`src/rtl/dct_stream_ctrl_pkg.sv`:
```
// dct_ctrl_pkg: shared types and helpers for the DCT stream controller.
//   dct_ctrl_state_t  sequencer state (IDLE, FEED)
//   DCT_BLOCK_PIXELS  pixels in one 8x8 DCT block
//   clog2()           counter/pointer width helper, usable in constant context
package dct_ctrl_pkg;

  localparam int DCT_BLOCK_PIXELS = 64;

  typedef enum logic [0:0] {
    IDLE = 1'b0,
    FEED = 1'b1
  } dct_ctrl_state_t;

  function automatic int clog2(input int value);
    int r;
    r = 0;
    while ((1 << r) < value) r++;
    return r;
  endfunction

endpackage

```
`src/rtl/dct_stream_ctrl_if.sv`:
```
// dct_stream_ctrl_if: bundles the three buses seen by the DCT stream controller.
//   s_axis_*  pixel-pair AXI-Stream input
//   dct_*     write/read side of the DCT core
//   m_axis_*  run-length AXI-Stream output
// Modports: master = controller view, slave = environment (source/DCT/sink) view.
interface dct_stream_ctrl_if #(
  parameter int DATA_WIDTH       = 8,
  parameter int RUNL_STAGE_WIDTH = 16
);
  logic [2*DATA_WIDTH-1:0]       s_axis_tdata;
  logic                          s_axis_tvalid;
  logic                          s_axis_tready;
  logic                          s_axis_tlast;
  logic [DATA_WIDTH-1:0]         dct_wdata0;
  logic [DATA_WIDTH-1:0]         dct_wdata1;
  logic                          dct_wen;
  logic                          dct_resetn;
  logic [RUNL_STAGE_WIDTH-1:0]   dct_rdata0;
  logic [RUNL_STAGE_WIDTH-1:0]   dct_rdata1;
  logic                          dct_rsync;
  logic [2*RUNL_STAGE_WIDTH-1:0] m_axis_tdata;
  logic                          m_axis_tvalid;
  logic                          m_axis_tready;
  logic                          m_axis_tlast;

  modport master (
    input  s_axis_tdata, s_axis_tvalid, s_axis_tlast,
    input  dct_rdata0, dct_rdata1, dct_rsync, m_axis_tready,
    output s_axis_tready, dct_wdata0, dct_wdata1, dct_wen, dct_resetn,
    output m_axis_tdata, m_axis_tvalid, m_axis_tlast
  );

  modport slave (
    output s_axis_tdata, s_axis_tvalid, s_axis_tlast,
    output dct_rdata0, dct_rdata1, dct_rsync, m_axis_tready,
    input  s_axis_tready, dct_wdata0, dct_wdata1, dct_wen, dct_resetn,
    input  m_axis_tdata, m_axis_tvalid, m_axis_tlast
  );
endinterface

```
`src/rtl/dct_stream_ctrl_fifo.sv`:
```
// dct_ctrl_fifo: synchronous first-word-fall-through FIFO.
//   i_clk/i_reset  clock, async active-high clear (pointers and count)
//   i_push/i_wdata write port; a push while full is dropped
//   i_pop          read acknowledge; ignored while empty
//   o_rdata        head entry, forced to 0 while empty
//   o_count        number of stored entries
module dct_ctrl_fifo
  import dct_ctrl_pkg::*;
#(
  parameter int WIDTH = 33,
  parameter int DEPTH = 64
) (
  input  logic                   i_clk,
  input  logic                   i_reset,
  input  logic                   i_push,
  input  logic [WIDTH-1:0]       i_wdata,
  input  logic                   i_pop,
  output logic [WIDTH-1:0]       o_rdata,
  output logic [clog2(DEPTH):0]  o_count
);
  localparam int AW = clog2(DEPTH);

  logic [WIDTH-1:0] mem_q [DEPTH];
  logic [AW-1:0]    wr_q, rd_q;
  logic [AW:0]      cnt_q;
  logic             empty, full, push_ok, pop_ok;

  assign empty   = (cnt_q == '0);
  assign full    = (cnt_q == (AW+1)'(DEPTH));
  assign push_ok = i_push & ~full;
  assign pop_ok  = i_pop & ~empty;

  always_ff @(posedge i_clk or posedge i_reset) begin
    if (i_reset) begin
      wr_q  <= '0;
      rd_q  <= '0;
      cnt_q <= '0;
    end else begin
      if (push_ok) wr_q <= wr_q + 1'b1;
      if (pop_ok)  rd_q <= rd_q + 1'b1;
      case ({push_ok, pop_ok})
        2'b10:   cnt_q <= cnt_q + 1'b1;
        2'b01:   cnt_q <= cnt_q - 1'b1;
        default: ;
      endcase
    end
  end

  // Storage needs no reset: the head is masked while empty.
  always_ff @(posedge i_clk) begin
    if (push_ok) mem_q[wr_q] <= i_wdata;
  end

  assign o_rdata = empty ? '0 : mem_q[rd_q];
  assign o_count = cnt_q;

endmodule

```
`src/rtl/dct_stream_ctrl.sv`:
```
// dct_stream_ctrl: feeds pixel pairs to dct_main in whole blocks and drains
// run-length words through an output FIFO.
//   i_clk, i_reset  clock, async active-high reset
//   bus             dct_stream_ctrl_if.master (s_axis in, dct_* side, m_axis out)
//   o_busy          block in flight, results outstanding or FIFO non-empty
//   o_err           only with DCT_CTRL_CHECK_EN: sticky protocol error flag
// Optional feature macro: DCT_CTRL_CHECK_EN.
module dct_stream_ctrl
  import dct_ctrl_pkg::*;
#(
  parameter int DATA_WIDTH       = 8,
  parameter int RUNL_STAGE_WIDTH = 16,
  parameter int BLOCK_BEATS      = DCT_BLOCK_PIXELS / 2,
  parameter int FIFO_DEPTH       = 64
) (
  input  logic              i_clk,
  input  logic              i_reset,
  dct_stream_ctrl_if.master bus,
`ifdef DCT_CTRL_CHECK_EN
  output logic              o_err,
`endif
  output logic              o_busy
);
  localparam int FW = 2*RUNL_STAGE_WIDTH + 1;
  localparam int AW = clog2(FIFO_DEPTH);
  localparam int CW = AW + 2;  // holds fifo_count + pending + BLOCK_BEATS
  localparam int BW = clog2(BLOCK_BEATS);
  localparam logic [0:0] ST_IDLE = 1'(IDLE);
  localparam logic [0:0] ST_FEED = 1'(FEED);

  logic [0:0]            state_q, state_d;
  logic [BW-1:0]         in_cnt_q, in_cnt_d, out_cnt_q;
  logic [CW-1:0]         pending_q, pending_d;
  logic [DATA_WIDTH-1:0] wdata0_q, wdata1_q;
  logic                  wen_q, resetn_q;
  logic [AW:0]           fifo_count;
  logic [FW-1:0]         fifo_rdata;
  logic                  hs, start, credit_ok, last_in, last_out, pop;

  assign hs        = bus.s_axis_tvalid & bus.s_axis_tready;
  assign last_in   = (in_cnt_q == BW'(BLOCK_BEATS-1));
  assign last_out  = (out_cnt_q == BW'(BLOCK_BEATS-1));
  // The DCT cannot stall, so a block starts only once every result it will
  // produce, plus everything still owed, is guaranteed a FIFO slot.
  assign credit_ok = (CW'(fifo_count) + pending_q + CW'(BLOCK_BEATS)) <= CW'(FIFO_DEPTH);
  // Hold off until the DCT has left reset.
  assign start     = (state_q == ST_IDLE) & resetn_q & credit_ok;
  assign pop       = bus.m_axis_tready & (fifo_count != '0);

  always_comb begin
    state_d  = state_q;
    in_cnt_d = in_cnt_q;
    if (start) begin
      state_d  = ST_FEED;
      in_cnt_d = '0;
    end else if (hs) begin
      in_cnt_d = in_cnt_q + 1'b1;
      if (last_in) state_d = ST_IDLE;
    end
  end

  always_comb begin
    pending_d = pending_q;
    case ({start, bus.dct_rsync})
      2'b11:   pending_d = pending_q + CW'(BLOCK_BEATS-1);
      2'b10:   pending_d = pending_q + CW'(BLOCK_BEATS);
      2'b01:   pending_d = (pending_q == '0) ? '0 : pending_q - 1'b1;
      default: ;
    endcase
  end

  always_ff @(posedge i_clk or posedge i_reset) begin
    if (i_reset) begin
      state_q   <= ST_IDLE;
      in_cnt_q  <= '0;
      out_cnt_q <= '0;
      pending_q <= '0;
      wen_q     <= 1'b0;
      wdata0_q  <= '0;
      wdata1_q  <= '0;
      resetn_q  <= 1'b0;
    end else begin
      state_q   <= state_d;
      in_cnt_q  <= in_cnt_d;
      pending_q <= pending_d;
      resetn_q  <= 1'b1;
      wen_q     <= hs;
      if (hs) begin
        wdata0_q <= bus.s_axis_tdata[DATA_WIDTH-1:0];
        wdata1_q <= bus.s_axis_tdata[2*DATA_WIDTH-1:DATA_WIDTH];
      end
      if (bus.dct_rsync) out_cnt_q <= last_out ? '0 : out_cnt_q + 1'b1;
    end
  end

  dct_ctrl_fifo #(
    .WIDTH (FW),
    .DEPTH (FIFO_DEPTH)
  ) u_fifo (
    .i_clk   (i_clk),
    .i_reset (i_reset),
    .i_push  (bus.dct_rsync),
    .i_wdata ({bus.dct_rdata1, bus.dct_rdata0, last_out}),
    .i_pop   (pop),
    .o_rdata (fifo_rdata),
    .o_count (fifo_count)
  );

  assign bus.s_axis_tready = (state_q == ST_FEED);
  assign bus.dct_wen       = wen_q;
  assign bus.dct_wdata0    = wdata0_q;
  assign bus.dct_wdata1    = wdata1_q;
  assign bus.dct_resetn    = resetn_q;
  assign bus.m_axis_tvalid = (fifo_count != '0);
  assign bus.m_axis_tdata  = fifo_rdata[FW-1:1];
  assign bus.m_axis_tlast  = fifo_rdata[0];
  assign o_busy            = (state_q == ST_FEED) | (pending_q != '0) | (fifo_count != '0);

`ifdef DCT_CTRL_CHECK_EN
  logic err_q, fifo_full;
  assign fifo_full = (fifo_count == (AW+1)'(FIFO_DEPTH));

  always_ff @(posedge i_clk or posedge i_reset) begin
    if (i_reset) begin
      err_q <= 1'b0;
    end else if ((hs & (bus.s_axis_tlast != last_in)) |
                 (bus.dct_rsync & ((pending_q == '0) | fifo_full))) begin
      err_q <= 1'b1;
    end
  end
  assign o_err = err_q;
`else
  logic unused_tlast;
  assign unused_tlast = bus.s_axis_tlast;
`endif

endmodule

```
`src/flat_wrapper.sv`:
```
// flat-port wrapper written by rule: the top's interface ports become plain ports
module dct_stream_ctrl_flat import dct_ctrl_pkg::*;
#(
  parameter int DATA_WIDTH       = 8,
  parameter int RUNL_STAGE_WIDTH = 16,
  parameter int BLOCK_BEATS      = DCT_BLOCK_PIXELS / 2,
  parameter int FIFO_DEPTH       = 64
)
  (i_clk, i_reset, o_busy, bus_s_axis_tdata, bus_s_axis_tvalid, bus_s_axis_tlast, bus_dct_rdata0, bus_dct_rdata1, bus_dct_rsync, bus_m_axis_tready, bus_s_axis_tready, bus_dct_wdata0, bus_dct_wdata1, bus_dct_wen, bus_dct_resetn, bus_m_axis_tdata, bus_m_axis_tvalid, bus_m_axis_tlast);
  dct_stream_ctrl_if #(.DATA_WIDTH(DATA_WIDTH), .RUNL_STAGE_WIDTH(RUNL_STAGE_WIDTH)) bus_i ();
  input  logic i_clk;
  input  logic i_reset;
  output logic o_busy;
  input wire logic [$bits(bus_i.s_axis_tdata)-1:0] bus_s_axis_tdata;
  input wire logic [$bits(bus_i.s_axis_tvalid)-1:0] bus_s_axis_tvalid;
  input wire logic [$bits(bus_i.s_axis_tlast)-1:0] bus_s_axis_tlast;
  input wire logic [$bits(bus_i.dct_rdata0)-1:0] bus_dct_rdata0;
  input wire logic [$bits(bus_i.dct_rdata1)-1:0] bus_dct_rdata1;
  input wire logic [$bits(bus_i.dct_rsync)-1:0] bus_dct_rsync;
  input wire logic [$bits(bus_i.m_axis_tready)-1:0] bus_m_axis_tready;
  output wire logic [$bits(bus_i.s_axis_tready)-1:0] bus_s_axis_tready;
  output wire logic [$bits(bus_i.dct_wdata0)-1:0] bus_dct_wdata0;
  output wire logic [$bits(bus_i.dct_wdata1)-1:0] bus_dct_wdata1;
  output wire logic [$bits(bus_i.dct_wen)-1:0] bus_dct_wen;
  output wire logic [$bits(bus_i.dct_resetn)-1:0] bus_dct_resetn;
  output wire logic [$bits(bus_i.m_axis_tdata)-1:0] bus_m_axis_tdata;
  output wire logic [$bits(bus_i.m_axis_tvalid)-1:0] bus_m_axis_tvalid;
  output wire logic [$bits(bus_i.m_axis_tlast)-1:0] bus_m_axis_tlast;
  assign bus_i.s_axis_tdata = bus_s_axis_tdata;
  assign bus_i.s_axis_tvalid = bus_s_axis_tvalid;
  assign bus_i.s_axis_tlast = bus_s_axis_tlast;
  assign bus_i.dct_rdata0 = bus_dct_rdata0;
  assign bus_i.dct_rdata1 = bus_dct_rdata1;
  assign bus_i.dct_rsync = bus_dct_rsync;
  assign bus_i.m_axis_tready = bus_m_axis_tready;
  assign bus_s_axis_tready = bus_i.s_axis_tready;
  assign bus_dct_wdata0 = bus_i.dct_wdata0;
  assign bus_dct_wdata1 = bus_i.dct_wdata1;
  assign bus_dct_wen = bus_i.dct_wen;
  assign bus_dct_resetn = bus_i.dct_resetn;
  assign bus_m_axis_tdata = bus_i.m_axis_tdata;
  assign bus_m_axis_tvalid = bus_i.m_axis_tvalid;
  assign bus_m_axis_tlast = bus_i.m_axis_tlast;
  dct_stream_ctrl #(.DATA_WIDTH(DATA_WIDTH), .RUNL_STAGE_WIDTH(RUNL_STAGE_WIDTH), .BLOCK_BEATS(BLOCK_BEATS), .FIFO_DEPTH(FIFO_DEPTH)) u_core (.i_clk(i_clk), .i_reset(i_reset), .bus(bus_i), .o_busy(o_busy));
endmodule
```
`config.mk`:
```
export PLATFORM = sky130hd
export DESIGN_NAME = dct_stream_ctrl_flat
export DESIGN_NICKNAME = d
export VERILOG_FILES = /design/src/rtl/dct_stream_ctrl_pkg.sv /design/src/rtl/dct_stream_ctrl_if.sv /design/src/rtl/dct_stream_ctrl_fifo.sv /design/src/rtl/dct_stream_ctrl.sv /design/src/flat_wrapper.sv
export SDC_FILE = /design/constraint.sdc
export NUM_CORES = 2
export LEC_CHECK = 0
export BUFFER_PORTS_ARGS = -buffer_cell sky130_fd_sc_hd__buf_4
export CORE_MARGIN = 2
export CORE_UTILIZATION = 56
export DETAILED_ROUTE_END_ITERATION = 8
export GPL_ROUTABILITY_DRIVEN = 1
export PLACE_DENSITY = 0.81
export SYNTH_ARGS = -nofsm -noshare
export SYNTH_HDL_FRONTEND = slang
export SYNTH_SLANG_ARGS = --single-unit
```
`constraint.sdc`:
```
create_clock -name i_clk -period 3.2 [get_ports i_clk]
set_input_delay 0.64 -clock i_clk [delete_from_list [all_inputs] [get_ports i_clk]]
set_output_delay 0.64 -clock i_clk [all_outputs]
set_load 0.05 [all_outputs]
```
==> impl_metrics.yaml <==
status:
  status: "complete, but fails checks"
  violations: "negative setup slack"
floorplan:
  rows: 141
  die_h_um: 391
  dieArea_sq_mm: 0.153
  coreArea_sq_mm: 0.148
  die_x_um: 391
  io_pins: 108
  initial_utilization: 0.565
place:
  place.gp.congestion: 0.834
  post-place-cells: 5882
  dpl_cell_area_sq_mm: 0.0910
  dp_hpwl_mm: 127
  numPortBuffers: 106
clock_tree:
  cts_max_level: 4
  numCtsBuffers: 202
  cts_tree: "built"
  clk_pin_slew_ns: 0.06
  cts_sinks: 2168
  clockRootBuffer: "clkbuf_16"
  clk_latency_ns: 0.86
  cts_max_path_buffers: 3
worst_hold_path:
  hold_depth: 3
  hp-class: "input port to register"
sta:
  setup_slack_ns: -1.22
  worstMarginPinSlew_ns: 1.10
  slew_viol_final: 0
  max_freq_mhz: 226
  rsz0062_at_grt: "true"
  hold_ws_ns: 0.0910
  fin_skew_ns: 0.0267
  hold_violations: 0
  relSlewSlack: 0.268
  fin_crit_sh: 1.38
  setup_viol: 33
  final.min_clock_period_ns: 4.42
critical_path:
  worstPathRequired_ns: 2.56
  cp_slowest_cell: "dfrtp_4"
  worst-setup-path-type: "register to output port"
  reg2reg_depth: 14
  crit_path_max_fanout: 9
  crit_path_end_kind: "output port"
  max_stage_delay_ns: 0.54
  worstPathCellList: "buf_12, buf_4, buf_8, buf_6, mux4_2, mux4_2, a22oi_2, nand2_8, buf_8"
  cp-start-kind: "register"
  cp.arrival_ns: 3.78
routing:
  ant_nets: 0
  viasPerCell: 7.44
  drt_iter0_drc: 8407
  num_vias: 47500
  wl_per_cell_um: 42.6
  remaining_drc_errors: 0
  routed_wl_mm: 272
  firstDrtPassIters: 8
logic_synthesis:
  synth_edf_count: 2112
  yosysTopAreaCellShare: 0.757
  synth_area_leaders: "edfxtp_1, mux4_2, dfrtp_1"
  netlist_area_sq_mm: 0.0838
  synth_seq_cells: 2168
  yosys.area.top_type: "edfxtp_1"
  synth_fp_nets: 3737
  synthFlopType: "edfxtp_1"
  async_reset_ff_frac: 0.0258
  ys.warnings.count: 0
  synth_cells: 3652
  avgSynthCellArea_sq_um: 22.9
  ys_seq_area_frac: 0.774
  yosysUniqueCellTypes: 53
grt:
  grt_antenna_before_repair: 6
  grt_max_degree: 65
  overflow: 0
  track_usage: 0.354
  grt_pass1_wl_mm: 368
  grt_pass1_vias: 47200
power_and_ir_drop:
  power_mw: 95.1
  powerDensity_mw_per_mm2: 946
  ir_drop_uv: 1200
  p_leak_nw: 32.6
finish:
  fin_area_sq_mm: 0.100
  nNetsFinal: 4372
  syn2layout_area_growth_pct: 19.9
  final_cells: 6385
  drive_gt1_frac: 0.385
  fin_util: 0.678
run:
  drv_cap: 0
-- critical path: cells and delay by family (launching register included) --
family                 cells  cell delay (ns)
AO/OA/AOI/OAI              1             0.39
multiplexers               2             1.04
buffers and inverters      5             0.81
AND/OR/NAND/NOR            1             0.12
flip-flops                 1             0.54
-- synth_stat cells, types with 4 or more instances --
cell type,count
a211oi_1,32
buf_1,16
xor2_1,8
ha_1,29
and2_1,6
clkbuf_1,55
mux2_2,12
nand2_1,141
o21a_1,5
a21oi_1,39
nor3_1,5
or3_1,4
mux4_2,610
dfrtp_1,56
nand3_1,15
o21ai_0,33
edfxtp_1,2112
buf_6,6
nor2b_1,33
xnor2_1,16
mux2i_1,67
nand2b_1,7
inv_1,21
buf_2,91
a31oi_1,5
and3_1,6
buf_4,22
nand4_1,5
o211ai_1,11
nor2_1,94
a22oi_1,56
-- metal layers --
metal | share of wire | track usage
met5 | 0.00045 | 0
met4 | 0.087 | 0.229
met3 | 0.14 | 0.106
met2 | 0.47 | 0.556
met1 | 0.30 | 0.430
-- layout make-up --
class / instances / area (sq um)
antenna: 4 / 10.0
clock buffer: 246 / 5290
clock inverter: 122 / 1220
fill: 8203 / 47700
inverter: 22 / 85.1
multi-input combinational: 1272 / 19100
sequential: 2168 / 64800
tap: 1930 / 2410
timing repair buffer: 621 / 7490
-- logic make-up (layout without fill, tap and decap cells) --
family,count (synthesis),in the layout,share of synthesized area
AO/OA/AOI/OAI,203,203,0.0162
XOR/XNOR,24,24,0.00251
adder cells (fa/ha/maj),31,31,0.00481
buffers and inverters,212,1011,0.0124
flip-flops,2168,2168,0.774
multiplexers,689,689,0.174
other,1,5,0.0000447
AND/OR/NAND/NOR,324,324,0.0170
-- what timing repair did --
item                                    CTS  global route
endpoints found under the hold margin    20             0
cloned                                   17             3
endpoints found under the setup margin   34            43
resized for setup                       262            74
pin swaps                                59            35
setup buffers                            66            33
hold buffers                             17             0
-- layout by cell type, fill, tap and decap left out, types with 7 or more instances in the layout --
cell type,synthesis,routed
edfxtp_1,2112,2112
mux4_2,610,610
buf_4,22,346
clkbuf_16,0,208
buf_12,0,146
nand2_1,141,117
nor2_4,0,68
mux2i_1,67,56
buf_6,6,54
dfrtp_1,56,52
a22oi_2,0,46
clkinv_1,0,44
clkbuf_1,55,40
a21oi_1,39,32
nor2b_1,33,32
buf_8,0,32
clkinv_2,0,31
ha_1,29,28
nor2_1,94,25
o21ai_0,33,23
buf_16,0,22
bufinv_16,0,20
inv_1,21,19
a211oi_2,0,18
dlygate4sd3_1,0,17
xnor2_1,16,16
a211oi_1,32,14
nand2_2,0,14
mux2_2,12,11
nand3_1,15,11
o211ai_1,11,11
a22oi_1,56,10
nand2_4,0,9
inv_6,0,9
xor2_1,8,8
clkinvlp_4,0,8
o21ai_1,1,7
-- per-stage QoR --
| stage | worst slack [ns] | TNS [ns] |
|---|---|---|
| floorplan | -0.243 | -259.72 |
| global placement | -0.440 | -6.50 |
| detailed placement | -0.503 | -7.19 |
| CTS | -1.12 | -33.14 |
| global route | -1.22 | -35.71 |
| finish | -1.22 | -35.26 |
-- sequential cells by signal (all words and copies together), names as in the netlist, 6 cells and up --
name	count
u_core.bus.dct_wdata0	8
u_core.bus.dct_wdata1	8
u_core.pending_q	8
u_core.u_fifo.mem_q	2112
u_core.u_fifo.o_count	7
u_core.u_fifo.rd_q	6
u_core.u_fifo.wr_q	6
-- path summary, 6_finish.rpt --
path | slack, ns | to | start
setup / recovery | -1.22 | bus_m_axis_tdata[30] | u_core.u_fifo.rd_q[0]$_DFFE_PP0P_
hold / removal | 0.09 | u_core.bus.s_axis_tready$_DFFE_PP0P_ | bus_s_axis_tvalid
setup reg to reg | 0.10 | u_core.u_fifo.o_count[6]$_DFFE_PP0P_ | u_core.u_fifo.o_count[0]$_DFFE_PP0P_
hold reg to reg | 0.49 | u_core.bus.dct_wdata1[6]$_DFFE_PP0P_ | u_core.bus.dct_wdata1[6]$_DFFE_PP0P_
max in group asynchronous | 1.86 | u_core.u_fifo.rd_q[1]$_DFFE_PP0P_ | i_reset
min in group asynchronous | 0.51 | u_core.bus.dct_wdata0[6]$_DFFE_PP0P_ | i_reset
-- power by group --
| part | switching, mW | internal [mW] |
|---|---|---|
| clock network | 11.1 | 13.4 |
| logic | 20.2 | 17.1 |
| registers | 0.744 | 32.4 |
| total | 32.1 | 63.0 |
Power figures use the tool's default switching activity.
